**config.mk**
```make
export PLATFORM = sky130hd
export DESIGN_NAME = control_ajuste_campos
export DESIGN_NICKNAME = d
export VERILOG_FILES = /design/src/rtl/control_ajuste_campos.sv
export SDC_FILE = /design/constraint.sdc
export NUM_CORES = 1
export LEC_CHECK = 0
export CORE_ASPECT_RATIO = 0.5
export CORE_UTILIZATION = 40
export CTS_BUF_LIST = sky130_fd_sc_hd__clkbuf_16
export DETAILED_ROUTE_END_ITERATION = 7
export SYNTH_ARGS = -nofsm -noshare
export SYNTH_HDL_FRONTEND = slang
export SYNTH_SLANG_ARGS = --single-unit
```
**constraint.sdc**
```tcl
create_clock -name clk -period 5.35 [get_ports clk]
set_input_delay 0.535 -clock clk [delete_from_list [all_inputs] [get_ports clk]]
set_output_delay 0.535 -clock clk [all_outputs]
set_load 0.02 [all_outputs]
```
**src/rtl/control_ajuste_campos.sv**
```systemverilog
// PS/2 scan-code edit controller: enters/leaves edit mode, selects a field, forwards up/down commands.
// Latency: one cycle from got_data to registered outputs; no backpressure, every strobe is consumed.
module control_ajuste_campos #(
    parameter int            NUM_CAMPOS = 3,
    parameter int            TW         = 24,
    parameter logic [TW-1:0] TIMEOUT    = TW'(12_000_000)
) (
    input  logic       clk,
    input  logic       rst,
    input  logic       got_data,
    input  logic [7:0] dato,
    output logic [7:0] estado,
    output logic [1:0] en,
    output logic [7:0] Cambio,
    output logic       got_data_o,
    output logic       editando
);
    localparam logic [1:0] MAXC = 2'(NUM_CAMPOS);

    localparam logic [7:0] K_EDIT = 8'h7D;
    localparam logic [7:0] K_ESC  = 8'h76;
    localparam logic [7:0] K_NEXT = 8'h74;
    localparam logic [7:0] K_PREV = 8'h6B;
    localparam logic [7:0] K_UP   = 8'h73;
    localparam logic [7:0] K_DOWN = 8'h72;
    localparam logic [7:0] K_BRK  = 8'hF0;
    localparam logic [7:0] K_EXT  = 8'hE0;

    typedef enum logic {REPOSO, EDICION} state_t;

    state_t        state, state_nx;
    logic [1:0]    en_nx;
    logic [7:0]    cambio_nx;
    logic          strobe_nx;
    logic          brk, brk_nx;
    logic [TW-1:0] cnt, cnt_nx;
    logic          accept;

    always_ff @(posedge clk or posedge rst) begin
        if (rst) begin
            state      <= REPOSO;
            en         <= 2'd0;
            estado     <= 8'h00;
            Cambio     <= 8'h00;
            got_data_o <= 1'b0;
            editando   <= 1'b0;
            brk        <= 1'b0;
            cnt        <= '0;
        end else begin
            state      <= state_nx;
            en         <= en_nx;
            estado     <= (state_nx == EDICION) ? K_EDIT : 8'h00;
            Cambio     <= cambio_nx;
            got_data_o <= strobe_nx;
            editando   <= (state_nx == EDICION);
            brk        <= brk_nx;
            cnt        <= cnt_nx;
        end
    end

    always_comb begin
        state_nx  = state;
        en_nx     = en;
        cambio_nx = Cambio;
        strobe_nx = 1'b0;
        brk_nx    = brk;
        cnt_nx    = cnt;
        accept    = 1'b0;

        // Release codes arm the break flag; the byte after it is swallowed. E0 is transparent.
        if (got_data) begin
            if (dato == K_BRK)
                brk_nx = 1'b1;
            else if (dato != K_EXT) begin
                if (brk)
                    brk_nx = 1'b0;
                else
                    accept = 1'b1;
            end
        end

        case (state)
            REPOSO: begin
                cnt_nx = '0;
                if (accept && dato == K_EDIT) begin
                    state_nx = EDICION;
                    en_nx    = 2'd1;
                end
            end
            EDICION: begin
                if (got_data) begin
                    cnt_nx = '0;
                    if (accept) begin
                        case (dato)
                            K_EDIT, K_ESC: begin
                                state_nx = REPOSO;
                                en_nx    = 2'd0;
                            end
                            K_NEXT: en_nx = (en == MAXC) ? 2'd1 : en + 2'd1;
                            K_PREV: en_nx = (en == 2'd1) ? MAXC : en - 2'd1;
                            K_UP, K_DOWN: begin
                                cambio_nx = dato;
                                strobe_nx = 1'b1;
                            end
                            default: ;
                        endcase
                    end
                end else if (cnt == TIMEOUT - 1'b1) begin
                    state_nx = REPOSO;
                    en_nx    = 2'd0;
                    cnt_nx   = '0;
                end else begin
                    cnt_nx = cnt + 1'b1;
                end
            end
            default: state_nx = REPOSO;
        endcase
    end
endmodule

```
==> qor.yml, run 1 <==
outcome:
  outcome: "finished, final reports clean"
yosys:
  netlist_instances: 200
  synth.area.top_cells: "dfrtp_1 (48%), xnor2_1 (6.4%), nor2_1 (5.9%), xor2_1 (3.2%), buf_4 (3.1%)"
  synth_edf_count: 0
  yosysUniqueCellTypes: 39
  ys_seq_area_frac: 0.485
  synth_ff_type: "dfrtp_1"
  synthesis.area_um2: 1910
  netlist_top_cells_count: "dfrtp_1 (37), nor2_1 (30), nand2_1 (15)"
  synthArstFlopShare: 1.00
  yosys.area.top_type: "dfrtp_1"
  ys_ff_latch: 37
  syn_avg_cell_area_um2: 9.55
  synth_top_area_frac: 0.485
  synth.most_common_cell: "dfrtp_1"
  ys_warn_count: 0
sta:
  worst_slew_pin_slew_ns: 0.639
  relSlewSlack: 0.568
  finalCritPeriodShare: 0.435
  max_freq_mhz: 429
  fin_skew_ns: 0.00711
  period_needed_ns: 2.33
  hold_viol_final: 0
  rsz0062_at_grt: "no"
  setup_viol: 0
  slew_violations: 0
  finalSetupTns_ns: 0
setup_path:
  reg2reg_depth: 5
  end_kind: "register"
  timing.rr.end: "cnt[17]$_DFF_PP0_"
  cp_num_buf_inv: 1
  cp_slowest_cell: "clkdlybuf4s50_1"
  reg2reg_from: "cnt[8]$_DFF_PP0_"
  worst_path_largest_cell_delay_ns: 0.62
  cp.arrival_ns: 2.49
  crit_type: "in -> reg"
  cp_max_fo: 9
  startpoint_type: "input port"
  cp_top_family: "simple AND/OR/NAND/NOR gates"
  worstPathCellList: "clkdlybuf4s50_1 -> nor4b_1 -> nand3_1 -> mux2_2"
  required_ns: 5.51
  r2r_slack_ns: 3.07
cts:
  tritoncts: "done"
  ctsResizeCount: 0
  clock_latency_ns: 0.28
  cts_hold_buf: 0
  post_cts_buffers: 0
  numClockSinks: 37
  htreeDepth: 2
  cts_buffers: 5
  cts_buffer_depth: 2
  path_clk_slew_ns: 0.06
  root_buffer: "clkbuf_16"
power_and_ir_drop:
  power.share.combinational: 0.062
  p_sw_uw: 137
  pwr-share-seq: 0.405
  p_per_area_nw_per_um2: 295
  p_int_uw: 567
  peakVddDrop_mv: 0.157
  clockPowerShare: 0.533
  swShare: 0.194
  power.leakage_uw: 0.000970
floorplanning:
  rows: 17
  start_util: 0.426
  dieWidth_um: 99.7
  io_pins: 31
  core-area_um2: 4490
  die-area_um2: 5070
  die_y_um: 50.9
place:
  port_buffers: 28
  placed_cells: 284
  dpl.hpwl_mm: 2.47
  gp_congestion: 0.782
  placed_cell_area_um2: 2190
routing:
  dr.pass1.iters: 4
  vias_per_cell: 4.95
  routedWlPerCell_um: 12.4
  vias: 1446
  wl_mm: 3.61
  ant_nets: 0
  first_iter_violations: 53
  drc: 0
cells_and_area:
  drive_above_1_share: 0.0619
  areaGrowthSynthToFinish_pct: 24.8
  fin_util: 0.531
  stdcell_area_um2: 2380
  final_cells: 292
  antenna_cells: 0
  nNetsFinal: 240
min_path:
  worstHoldPathType: "reg -> reg"
  hp-start: "cnt[0]$_DFF_PP0_"
  hold_depth: 1
  hold_end: "cnt[0]$_DFF_PP0_"
global_routing:
  antenna_found_initial: 0
  grt_max_degree: 38
  grt_pass1_wl_mm: 6.10
  grt_pass1_vias: 1354
  overflow: 0
  grt_usage: 0.155
flow_run:
  max_cap_violations: 0
-- power by group through the flow --
stage / combinational (uW) / sequential, uW / clock, uW
3_5_place_dp: 44.1 / 290 / 0
5_1_grt: 48.1 / 285 / 394
6_report: 43.7 / 285 / 375
2_1_floorplan: 26.5 / 291 / 0
4_1_cts: 44.5 / 285 / 379
3_3_place_gp: 44.2 / 290 / 0
-- layout by cell type, fill, tap and decap left out, types with 3 or more instances in the layout --
master / count
nand2_1: 15
nor4_1: 5
nor3_1: 6
and3_1: 4
nand2b_1: 5
nand3_1: 9
o21ai_0: 5
xor2_1: 7
ha_1: 4
inv_1: 9
xnor2_1: 14
nand4_1: 5
a21oi_1: 3
dfrtp_1: 37
nor2_1: 30
or4_1: 3
and2_1: 4
clkdlybuf4s50_1: 28
or3_1: 3
clkbuf_16: 5
-- cell families (layout without fill, tap and decap cells) --
family	Yosys count	in the layout	share of synthesized area
AOI/OAI and AO/OA	16	16	0.0491
xor gates and xnor gates	21	21	0.0963
adders and majority gates	4	4	0.0262
buffers and inverters	21	46	0.0648
DFF	37	37	0.485
muxes	1	1	0.00589
other	1	2	0.00196
and+or+nand+nor	99	99	0.271
-- worst max path at each step --
stage / from / depth (start not counted) / to
after floorplan: cnt[8]$_DFF_PP0_ / 6 / cnt[13]$_DFF_PP0_
after global placement: got_data / 4 / Cambio[0]$_DFFE_PP0P_
after global routing: got_data / 4 / Cambio[0]$_DFFE_PP0P_
final: got_data / 4 / Cambio[0]$_DFFE_PP0P_
after detailed placement: got_data / 4 / Cambio[0]$_DFFE_PP0P_
after CTS: got_data / 4 / Cambio[0]$_DFFE_PP0P_
-- per-layer routing --
layer	track usage	wire, um
met3	0.0356	181
met2	0.246	1530
met5	0	0
met1	0.210	1870
met4	0.0564	34
-- flip-flops by register name (all words and copies together) (netlist names) --
register    count
Cambio          8
brk             1
cnt            24
en              2
estado          1
got_data_o      1
-- layout make-up --
class,instances,area [um^2]
Tap cell,66,82.6
Fill cell,420,2100
Inverter,9,33.8
Timing Repair Buffer,29,288
Clock inverter,3,65.1
Clock buffer,5,125
Multi-Input combinational cell,143,865
Sequential cell,37,926
-- stage by stage --
stage	total power, uW	hold slack (ns)	worst slack [ns]
6_report	704	0.446	3.02
3_5_place_dp	334	0.444	2.77
5_1_grt	727	0.473	2.86
2_1_floorplan	317	0.422	3.31
3_3_place_gp	334	0.439	2.84
4_1_cts	709	0.451	3.03
Note: power is estimated with default switching activity, not from simulation.
==> inputs of run 2 (changes only) <==
--- a/config.mk
+++ b/config.mk
@@ -9,6 +9,7 @@
 export CORE_UTILIZATION = 40
 export CTS_BUF_LIST = sky130_fd_sc_hd__clkbuf_16
 export DETAILED_ROUTE_END_ITERATION = 7
+export PLACE_DENSITY = 0.65
 export SYNTH_ARGS = -nofsm -noshare
 export SYNTH_HDL_FRONTEND = slang
 export SYNTH_SLANG_ARGS = --single-unit
==> constraint.sdc (replaced) <==
create_clock -name clk -period 2.11 [get_ports clk]
set_input_delay 0.211 -clock clk [delete_from_list [all_inputs] [get_ports clk]]
set_output_delay 0.211 -clock clk [all_outputs]
set_load 0.02 [all_outputs]
==> qor.yml, run 2 (synthesis results as in run 1) <==
outcome:
  outcome: "finished, final reports clean"  # unchanged
setup_path:
  crit_top_cell: "or4_1"
  required_ns: 2.26  # was 5.51 ns
  worst_path_largest_cell_delay_ns: 0.55  # was 0.62 ns
  end_kind: "register"  # unchanged
  cp_num_buf_inv: 0  # was 1
  crit_type: "reg -> reg"  # was in -> reg
  cp.arrival_ns: 2.23  # was 2.49 ns
  cp_max_fo: 4  # was 9
  worstPathCellList: "or4_1 -> or4_1 -> or2_4 -> o211ai_1 -> o21ai_1"  # was clkdlybuf4s50_1 -> nor4b_1 -> nand3_1 -> mux2_2
  startpoint_type: "register"  # was input port
  cp_top_family: "simple AND/OR/NAND/NOR gates"  # unchanged
  cp_slowest_cell: "or4_1"  # was clkdlybuf4s50_1
power_and_ir_drop:
  power.share.combinational: 0.078  # was 0.062
  power.leakage_uw: 0.00103  # was 0.000970 uW
  peakVddDrop_mv: 0.346  # was 0.157 mV
  p_int_uw: 1200  # was 567 uW
  p_per_area_nw_per_um2: 630  # was 295 nW/um^2
  swShare: 0.222  # was 0.194
  p_sw_uw: 342  # was 137 uW
  pwr-share-seq: 0.470  # was 0.405
  p_total_uw: 1540  # was 704 uW
  clockPowerShare: 0.453  # was 0.533
cells_and_area:
  nNetsFinal: 254  # was 240
  largest_registers: "cnt x24, Cambio x8, en x2"  # unchanged
  antenna_cells: 0  # unchanged
  nFillCells: 391  # was 420
  drive_above_1_share: 0.113  # was 0.0619
  final_common_cell: "dfrtp_1"  # unchanged
  areaGrowthSynthToFinish_pct: 28.0  # was 24.8%
  regMostFlops: "cnt"  # unchanged
  largest_reg_flops: 24  # unchanged
  final_cell_mix: "dfrtp_1 (37), nor2_1 (30), clkdlybuf4s50_1 (28), nand2_1 (15)"  # was dfrtp_1 (37), nor2_1 (30), clkdlybuf4s50_1 (28), nand2_1 (15), xnor2_1 (14)
  stdcell_area_um2: 2440  # was 2380 um^2
cts:
  numClockSinks: 37  # unchanged
  root_buffer: "clkbuf_16"  # unchanged
  clock_latency_ns: 0.28  # about the same
  htreeDepth: 2  # unchanged
  path_clk_slew_ns: 0.05  # was 0.06 ns
  cts_buffer_depth: 2  # unchanged
  cts_hold_buf: 0  # unchanged
  post_cts_buffers: 0  # unchanged
  tritoncts: "done"  # unchanged
  cts_buffers: 5  # unchanged
routing:
  first_iter_violations: 84  # was 53
  drc: 0  # unchanged
  vias: 1501  # was 1446
  routedWlPerCell_um: 12.5  # was 12.4 um
  wl_mm: 3.83  # was 3.61 mm
  dr.pass1.iters: 4  # unchanged
  ant_nets: 0  # unchanged
  vias_per_cell: 4.91  # was 4.95
floorplanning:
  die-area_um2: 5070  # unchanged
  core-area_um2: 4490  # unchanged
  die_y_um: 50.9  # unchanged
  rows: 17  # unchanged
  io_pins: 31  # unchanged
  dieWidth_um: 99.7  # unchanged
  start_util: 0.426  # unchanged
sta:
  finalSetupTns_ns: 0  # unchanged
  period_needed_ns: 2.08
  finalCritPeriodShare: 0.986
  setup_viol: 0  # unchanged
  fin_skew_ns: 0.00502  # was 0.00711 ns
  slew_violations: 0  # unchanged
  hold_viol_final: 0  # unchanged
  rsz0062_at_grt: "yes"  # was no
  max_freq_mhz: 481
  setup_ws_ns: 0.0303  # was 3.02 ns
global_routing:
  antenna_found_initial: 0  # unchanged
  grt_pass1_vias: 1381  # was 1354
  grt_max_degree: 38  # unchanged
  grt_usage: 0.166  # was 0.155
  grt_pass1_wl_mm: 6.33  # was 6.10 mm
  overflow: 0  # unchanged
min_path:
  worstHoldPathType: "in -> async"  # was reg -> reg
place:
  dp_slack_ns: -0.0359  # was 2.77 ns
  gp_congestion: 0.785  # was 0.782
  port_buffers: 28  # unchanged
  dpl.hpwl_mm: 2.64  # was 2.47 mm
  placed_cell_area_um2: 2290  # was 2190 um^2
flow_run:
  max_cap_violations: 0  # unchanged
run 2: changes by cell type in the layout (fill, tap and decap cells not counted), sizes merged:
cell    change
buf        +13
bufinv      -2
inv         +1
clkinv      +1
nand2b      +1
run 2: path summary, 6_finish.rpt:
kind	startpoint	slack, ns	endpoint	cells after the start
setup / recovery	cnt[10]$_DFF_PP0_	0.03	en[1]$_DFFE_PP0P_	5
hold / removal	rst	0.34	Cambio[7]$_DFFE_PP0P_	3
setup reg to reg	cnt[10]$_DFF_PP0_	0.03	en[1]$_DFFE_PP0P_	5
hold reg to reg	cnt[0]$_DFF_PP0_	0.46	cnt[0]$_DFF_PP0_	1
max in group asynchronous	rst	1.45	cnt[3]$_DFF_PP0_	3
min in group clk	cnt[0]$_DFF_PP0_	0.46	cnt[0]$_DFF_PP0_	1
run 2: worst register-to-register path, stage by stage (launching register included):
cell	delay, ns
dfrtp_1	0.37
or4_1	0.50
or4_1	0.55
or2_4	0.29
o211ai_1	0.16
o21ai_1	0.08
run 2: power by group through the flow:
stage	Clock [uW]	Combinational (uW)	Sequential (uW)
4_1_cts	713	122	723
2_1_floorplan	0	67.1	738
3_3_place_gp	0	118	735
5_1_grt	753	130	724
3_5_place_dp	0	119	736
6_report	697	120	723
run 2: cell type report:
cell class / instances / area, um^2 / share of cell area
multi-input cells: 144 / 878 / 0.359
clock buffers: 5 / 125 / 0.0512
clock inverters: 3 / 13.8 / 0.00563
well taps: 66 / 82.6 / 0.0338
inverters: 9 / 33.8 / 0.0138
repair buffers: 42 / 385 / 0.158
flip-flops and latches: 37 / 926 / 0.379
run 2: per-stage QoR:
| step | hold slack [ns] | util | instances |
|---|---|---|---|
| 2_1_floorplan | 0.297 | - | 201 |
| 3_3_place_gp | 0.439 | 0.511 | 297 |
| 3_5_place_dp | 0.454 | 0.511 | 297 |
| 4_1_cts | 0.352 | 0.545 | 306 |
| 5_1_grt | 0.388 | 0.545 | 306 |
| 6_report | 0.335 | 0.545 | 306 |
run 2: timing repair:
item | CTS | global route
endpoints found under the hold margin | 0 | 0
endpoints found under the setup margin | 21 | 15
resized for setup | 1 | 1
gates cloned | 1 | 0
run 2: metal layers:
layer  track usage  wire (um)
met5             0          0
met4        0.0809         41
met3        0.0383        127
met2         0.274       1760
met1         0.208       1900
